<file path="src/rtl/alu_iterative.sv">
// alu_iterative: multi-cycle LEGv8 execute-stage ALU with an NZCV flags register.
// Define ALU_DIV_EN to compile in the iterative SDIV/UDIV datapath.
module alu_iterative #(
  parameter int WIDTH = 64
) (
  input  logic             clk,
  input  logic             reset,
  input  logic             in_valid,
  output logic             in_ready,
  input  logic [WIDTH-1:0] a,
  input  logic [WIDTH-1:0] b,
  input  logic [3:0]       alu_control,
  input  logic             set_flags,
  output logic [WIDTH-1:0] result,
  output logic             out_valid,
  input  logic             out_ready,
  output logic             illegal,
  output logic [3:0]       flags
);
  localparam int CNT_W = $clog2(WIDTH) + 1;

  localparam logic [3:0] OP_AND  = 4'b0000;
  localparam logic [3:0] OP_OR   = 4'b0001;
  localparam logic [3:0] OP_ADD  = 4'b0010;
  localparam logic [3:0] OP_SUB  = 4'b0110;
  localparam logic [3:0] OP_PASS = 4'b0111;
  localparam logic [3:0] OP_NOR  = 4'b1100;
  localparam logic [3:0] OP_XOR  = 4'b1101;
  localparam logic [3:0] OP_MUL  = 4'b1000;
  localparam logic [3:0] OP_SDIV = 4'b1010;
  localparam logic [3:0] OP_UDIV = 4'b1011;

  typedef enum logic [1:0] {S_IDLE, S_MUL, S_DIV, S_DONE} state_t;

  state_t           state_reg, state_next;
  logic [WIDTH-1:0] result_reg, a_reg, b_reg;
  logic [CNT_W-1:0] cnt_reg;
  logic             sf_reg, illegal_reg, c_reg, v_reg;
  logic [3:0]       flags_reg;

  logic             accept, is_mul, is_div, last_iter;
  logic [WIDTH:0]   add_sum, sub_sum;
  logic [WIDTH-1:0] alu_res;
  logic             alu_c, alu_v, alu_ill;

  assign in_ready  = (state_reg == S_IDLE);
  assign out_valid = (state_reg == S_DONE);
  assign result    = result_reg;
  assign illegal   = illegal_reg;
  assign flags     = flags_reg;

  assign accept    = in_valid && (state_reg == S_IDLE);
  assign is_mul    = (alu_control == OP_MUL);
  assign last_iter = (cnt_reg == CNT_W'(WIDTH - 1));

  // Subtraction is a + ~b + 1 so that C reads as "no borrow".
  assign add_sum = {1'b0, a} + {1'b0, b};
  assign sub_sum = {1'b0, a} + {1'b0, ~b} + {{WIDTH{1'b0}}, 1'b1};

`ifdef ALU_DIV_EN
  logic [WIDTH-1:0] rem_reg, quo_next, div_res, a_mag, b_mag;
  logic [WIDTH:0]   rem_shift, diff;
  logic             neg_reg, div_ge, sdiv_op;

  assign is_div  = (alu_control == OP_SDIV) || (alu_control == OP_UDIV);
  assign sdiv_op = (alu_control == OP_SDIV);
  assign a_mag   = (sdiv_op && a[WIDTH-1]) ? -a : a;
  assign b_mag   = (sdiv_op && b[WIDTH-1]) ? -b : b;

  // a_reg holds the dividend bits still to be shifted in, and collects quotient bits behind them.
  assign rem_shift = {rem_reg, a_reg[WIDTH-1]};
  assign diff      = rem_shift - {1'b0, b_reg};
  assign div_ge    = ~diff[WIDTH];
  assign quo_next  = {a_reg[WIDTH-2:0], div_ge};
  assign div_res   = (b_reg == '0) ? '0 : (neg_reg ? -quo_next : quo_next);

  always_ff @(posedge clk) begin
    if (reset) begin
      rem_reg <= '0;
      neg_reg <= 1'b0;
    end else if (accept) begin
      rem_reg <= '0;
      neg_reg <= sdiv_op && (a[WIDTH-1] ^ b[WIDTH-1]);
    end else if (state_reg == S_DIV) begin
      rem_reg <= div_ge ? diff[WIDTH-1:0] : rem_shift[WIDTH-1:0];
    end
  end
`else
  assign is_div = 1'b0;
`endif

  always_comb begin
    alu_res = '0;
    alu_c   = 1'b0;
    alu_v   = 1'b0;
    alu_ill = 1'b0;
    case (alu_control)
      OP_AND:  alu_res = a & b;
      OP_OR:   alu_res = a | b;
      OP_ADD: begin
        alu_res = add_sum[WIDTH-1:0];
        alu_c   = add_sum[WIDTH];
        alu_v   = (a[WIDTH-1] == b[WIDTH-1]) && (add_sum[WIDTH-1] != a[WIDTH-1]);
      end
      OP_SUB: begin
        alu_res = sub_sum[WIDTH-1:0];
        alu_c   = sub_sum[WIDTH];
        alu_v   = (a[WIDTH-1] != b[WIDTH-1]) && (sub_sum[WIDTH-1] != a[WIDTH-1]);
      end
      OP_PASS: alu_res = b;
      OP_NOR:  alu_res = ~(a | b);
      OP_XOR:  alu_res = a ^ b;
      OP_MUL:  alu_res = '0;
`ifdef ALU_DIV_EN
      OP_SDIV, OP_UDIV: alu_res = '0;
`endif
      default: alu_ill = 1'b1;
    endcase
  end

  always_comb begin
    state_next = state_reg;
    case (state_reg)
      S_IDLE: if (accept) state_next = is_mul ? S_MUL : (is_div ? S_DIV : S_DONE);
      S_MUL:  if (last_iter) state_next = S_DONE;
`ifdef ALU_DIV_EN
      S_DIV:  if (last_iter) state_next = S_DONE;
`endif
      S_DONE: if (out_ready) state_next = S_IDLE;
      default: state_next = S_IDLE;
    endcase
  end

  always_ff @(posedge clk) begin
    if (reset) state_reg <= S_IDLE;
    else       state_reg <= state_next;
  end

  always_ff @(posedge clk) begin
    if (reset) begin
      result_reg  <= '0;
      a_reg       <= '0;
      b_reg       <= '0;
      cnt_reg     <= '0;
      sf_reg      <= 1'b0;
      illegal_reg <= 1'b0;
      c_reg       <= 1'b0;
      v_reg       <= 1'b0;
      flags_reg   <= 4'b0000;
    end else begin
      case (state_reg)
        S_IDLE: if (accept) begin
          cnt_reg     <= '0;
          sf_reg      <= set_flags;
          illegal_reg <= alu_ill;
          c_reg       <= alu_c;
          v_reg       <= alu_v;
          result_reg  <= (is_mul || is_div) ? '0 : alu_res;
          a_reg       <= a;
          b_reg       <= b;
`ifdef ALU_DIV_EN
          if (is_div) begin
            a_reg <= a_mag;
            b_reg <= b_mag;
          end
`endif
        end
        S_MUL: begin
          result_reg <= result_reg + (b_reg[0] ? a_reg : '0);
          a_reg      <= a_reg << 1;
          b_reg      <= b_reg >> 1;
          cnt_reg    <= cnt_reg + CNT_W'(1);
        end
`ifdef ALU_DIV_EN
        S_DIV: begin
          a_reg   <= quo_next;
          cnt_reg <= cnt_reg + CNT_W'(1);
          if (last_iter) result_reg <= div_res;
        end
`endif
        S_DONE: if (out_ready && sf_reg && !illegal_reg)
          flags_reg <= {result_reg[WIDTH-1], (result_reg == '0), c_reg, v_reg};
        default: ;
      endcase
    end
  end
endmodule

</file>
<file path="config.mk">
export PLATFORM = sky130hd
export DESIGN_NAME = alu_iterative
export DESIGN_NICKNAME = d
export VERILOG_FILES = /design/src/rtl/alu_iterative.sv
export SDC_FILE = /design/constraint.sdc
export NUM_CORES = 1
export LEC_CHECK = 0
export BUFFER_PORTS_ARGS = -buffer_cell sky130_fd_sc_hd__buf_2
export CORE_ASPECT_RATIO = 1.2
export CORE_MARGIN = 1.5
export CORE_UTILIZATION = 50
export DETAILED_ROUTE_END_ITERATION = 7
export GPL_ROUTABILITY_DRIVEN = 0
export PLACE_DENSITY = 0.74
export REMOVE_ABC_BUFFERS = 1
export SYNTH_ARGS = -nofsm -noshare
export SYNTH_HDL_FRONTEND = slang
export SYNTH_SLANG_ARGS = --single-unit
</file>
<file path="constraint.sdc">
create_clock -name clk -period 10.6 [get_ports clk]
set_clock_uncertainty 0.2 [all_clocks]
set_input_delay 2.65 -clock clk [delete_from_list [all_inputs] [get_ports clk]]
set_output_delay 2.65 -clock clk [all_outputs]
set_load 0.01 [all_outputs]
</file>
==> results.md <==
- The run finished with clean final reports.
- The final max-slew violation count is 0.
- The share of total power dissipated in sequential elements is around 30%.
- The count of endpoints failing hold in the final timing report is 0.
- The area of the mapped netlist is about 0.024 mm^2.
- Once detail routing completed, the nets flagged for antenna violations numbered 0.
- The root buffer cell chosen for the clock tree is sky130_fd_sc_hd__clkbuf_16.
- Traced cell by cell, the critical path runs through buf_2 -> inv_1 -> ha_1 -> nand2_1 -> nor4_1 -> nand4_1 -> o22ai_1 -> o21ai_0 -> a31oi_1 -> a31oi_1 -> o31a_1 -> a2111oi_0 -> and4b_1 -> o31ai_1 -> o211ai_1.
- The start-to-end type of the worst setup path is in2reg.
- The number of input and output port buffers inserted is approximately 210.
- Once the floorplan was initialized, standard cells occupied roughly 51% of the core.
- Entering global routing, the biggest net connects between 150 and 200 pins.
- The post-CTS setup-driven buffer insertion count is 0.
- The delay of the slowest cell on the worst path is ~0.76 ns.
- Buffers inserted to repair hold after CTS numbered 0.
- The count of filler cells inserted in the layout is approximately 4700.
- After detailed placement, the design holds a cell count of approximately 4000.
- STA classifies the critical path startpoint as a primary input.
- The via count of the first global-routing pass was around 25000.
- The net switching fraction of the power is 42.05%.
- Summing the sequential cell areas from Yosys gives 17.36% of the chip area.
- Max-cap violations in this run came to 0.
- From synthesis to final layout, the design area changed by 8.659%.
- The most used flip-flop cell after synthesis is sky130_fd_sc_hd__dfxtp_1.
- Prior to clock tree synthesis, the placed netlist has a worst setup slack of about 3.1 ns.
- Clock tree synthesis inserted a total of 27 buffers.
- After routing, the total negative slack on setup checks comes to 0 ns.
- A synthesized cell averages roughly 6.9 um^2.
- The final worst slack is 3.307 ns.
- Clock-pin slew was measured on the worst setup and hold paths at about 0.070 ns.
- The core utilization of the finished layout is a little under three fifths.
- The peak fanout along the critical path is 11.
- The area of the core is between 0.04 and 0.05 mm^2.
- The worst pin sits at a relative slew slack of ~14%.
- The initial antenna violation count is 2.
- The number of rows in the core area is between 80 and 90.
- The share of power burned in the clock network is a little under a third.
- The count of yosys warnings during synthesis is 0.
- The number of different library cells in the post-synthesis netlist is 87.
- The count of routing violations after the opening detailed-route iteration is ~3400.
- After synthesis, the share of flip-flops with an asynchronous set or reset is 0%.
- The kind of path behind the tightest hold check is reg2reg.
- For this run, the total global-route usage over all layers was measured as 36.26%.
- Counting both buffers and inverters, the worst setup path holds a total of 2.
- The average via count per standard cell is roughly 6.7.
- The top-level I/O count is 208.
- The die width is around 200 um.
- The static leakage is 11.61 nW.
- The post-placement cell area is 0.02527 mm^2.
- The internal power contribution is about 1.9 mW.
- The fmax is approximately 140 MHz.
- Data on the critical path is required at its endpoint by roughly 11 ns.
- CTS saw approximately 210 sinks.
- The total power is approximately 3.3 mW.
- Synthesis produced ~3500 cells.
- The die is 243.5 um tall.
- Power spread over the standard cell area amounts to about 120 mW/mm^2.
- The detailed-route via count is roughly 28000.
- The finished cells cover roughly 0.026 mm^2.
- Subtracting the final worst setup slack from the clock period gives ~7.3 ns.
- The worst path uses 68.80% of the clock period.
- The most numerous cell type found on the critical path is sky130_fd_sc_hd__a31oi_1.
- The aggregate global routing overflow is 0.
- The synthesized design contains 209 register bits.
- TritonCTS built the clock tree.
- Hold is met by between 0.2 and 0.3 ns.
- The die area is 0.04953 mm^2.
- In the final routed layout, each cell accounts on average for around 23 um.
- The number of setup violations in the final report is 0.
- Setup repair after global routing left no endpoint under its margin.
- The cell type of the slowest stage on the worst timing path is sky130_fd_sc_hd__nor4_1.
- The source-to-sink clock delay at the later pin of the worst-skew pair is 0.59 ns.
- The count of non-filler cells in the finished layout is approximately 4100.
- The first detailed-routing pass took 7 iterations.
- For this design the total switching power over the nets is 1.376 mW.
- The endpoint type of the worst setup path is a register.
- The maximum count of clock buffers along a single path is 3.
- The number of nets at the end of the flow is 3904.
- The deepest level of the CTS H-tree is 1.
- The data arrival time of the critical path is 7.57 ns.
- The kind of cell with the highest combined delay on the critical path is compound AO/OA/AOI/OAI gates.
- Counting flops with a built-in enable in the synthesized netlist gives 0.
- The placed wire-length estimate is between 60 and 70 mm.
- At the pin with the least slew margin, the transition time is around 1.3 ns.
- The number of gates given a new drive strength after cts is 0.
- The post-route netlist has 9.456% of its cells at a drive strength greater than 1.
- The first-pass GRT wire length is approximately 140 mm.
- The worst-case IR drop observed on VDD is about 93 uV.
- For this run, design rule violations remaining after detail routing come to 0.
- Combinational logic is responsible for roughly two fifths of the overall power.
- The routed design has about 94 mm of wire.
[final cells by class]
type / count / area [um^2] / area share, %
flip-flops and latches: 209 / 4185 / 15.98
diodes: 1 / 2.502 / 0.009556
inverters: 206 / 773.2 / 2.953
repair buffers: 235 / 1277 / 4.878
clock inverters: 12 / 156.4 / 0.5972
clock buffers: 38 / 757.0 / 2.891
multi-input cells: 2811 / 18260 / 69.71
well taps: 623 / 779.5 / 2.977
[logic make-up (layout without fill, tap and decap cells)]
family,after synthesis,count (layout),share of synthesized area [%]
AND/OR/NAND/NOR,1249,1249,23.24
AO/OA/AOI/OAI,1153,1153,32.87
buffers and inverters,448,491,7.149
adder cells (fa/ha/maj),277,277,14.47
flip-flops,209,209,17.36
XOR/XNOR,112,112,4.070
multiplexers,20,20,0.8358
other,0,1,0
[Yosys cell counts (all sizes together), types with 19 or more instances]
library cell	n	area, um^2
nand2	467	1753
nor2	389	1460
a21oi	305	1534
ha	274	3428
dfxtp	209	4184
inv	204	765.7
clkbuf	192	720.7
o21ai	184	932.1
a311oi	139	1217
a21o	80	600.6
xnor2	74	648.1
and2	73	456.7
nor3	70	350.3
buf	50	229.0
a222oi	46	460.4
a211oi	44	330.3
nand3	44	220.2
nand4	44	275.3
o211ai	44	340.3
a31oi	43	269.0
a221oi	42	367.9
nor4	39	250.2
o21bai	38	285.3
xor2	38	332.8
nor2b	32	200.2
o31ai	29	217.7
nand2b	20	125.1
a2111oi	19	167.7
mux2i	19	190.2
[final timing paths]
| check | startpoint | end | slack, ns | depth (start not counted) |
|---|---|---|---|---|
| max | b[20] | result[61]$_SDFFE_PP0P_ | 3.31 | 15 |
| min | sf_reg$_SDFFE_PP0P_ | sf_reg$_SDFFE_PP0P_ | 0.27 | 2 |
| max reg2reg | b_reg[0]$_SDFFE_PP0P_ | result[48]$_SDFFE_PP0P_ | 5.14 | 17 |
| min reg2reg | sf_reg$_SDFFE_PP0P_ | sf_reg$_SDFFE_PP0P_ | 0.27 | 2 |
[worst reg2reg max path: cells and delay by family (launching register included)]
kind	cells	cell delay [ns]
xor gates and xnor gates	1	0.20
DFF	1	0.31
buffers and inverters	2	0.69
and+or+nand+nor	4	0.60
adders and majority gates	2	0.63
AOI/OAI and AO/OA	8	2.68
[power groups by stage]
| stage | Sequential, mW | Combinational (mW) | Clock [mW] |
|---|---|---|---|
| detailed placement | 0.995 | 1.25 | 0 |
| finish | 0.984 | 1.30 | 0.987 |
| floorplan | 0.975 | 0.904 | 0 |
| global route | 0.992 | 1.40 | 1.02 |
| global placement | 0.995 | 1.24 | 0 |
| CTS | 0.979 | 1.26 | 0.993 |
[layout by cell type (no fill, tap or decap), types with 18 or more instances in the layout]
cell type,instances
sky130_fd_sc_hd__a221oi_1,42
sky130_fd_sc_hd__dfxtp_1,208
sky130_fd_sc_hd__ha_1,274
sky130_fd_sc_hd__a222oi_1,46
sky130_fd_sc_hd__xor2_1,38
sky130_fd_sc_hd__nor2_1,385
sky130_fd_sc_hd__nor2b_1,31
sky130_fd_sc_hd__a311oi_1,139
sky130_fd_sc_hd__nand3_1,43
sky130_fd_sc_hd__o21ai_0,178
sky130_fd_sc_hd__o21bai_1,38
sky130_fd_sc_hd__mux2i_1,19
sky130_fd_sc_hd__nand2b_1,19
sky130_fd_sc_hd__buf_2,206
sky130_fd_sc_hd__nor3_1,69
sky130_fd_sc_hd__a31oi_1,43
sky130_fd_sc_hd__o31ai_1,29
sky130_fd_sc_hd__xnor2_1,74
sky130_fd_sc_hd__and2_1,72
sky130_fd_sc_hd__a21o_1,80
sky130_fd_sc_hd__a21oi_1,303
sky130_fd_sc_hd__a211oi_1,44
sky130_fd_sc_hd__nor4_1,37
sky130_fd_sc_hd__nand4_1,44
sky130_fd_sc_hd__inv_1,204
sky130_fd_sc_hd__clkbuf_16,27
sky130_fd_sc_hd__o211ai_1,42
sky130_fd_sc_hd__buf_4,26
sky130_fd_sc_hd__a2111oi_0,18
sky130_fd_sc_hd__nand2_1,467
[routing by layer]
| layer | global-route usage, % | wire, um | vias up |
|---|---|---|---|
| li1 | - | - | 12690 |
| met1 | 44.19 | 35450 | 12700 |
| met2 | 55.60 | 39760 | 1702 |
| met3 | 7.945 | 10330 | 493 |
| met4 | 27.36 | 8084 | 2 |
| met5 | 0 | 10 | - |
No activity file was read; power rests on OpenSTA's default activity.
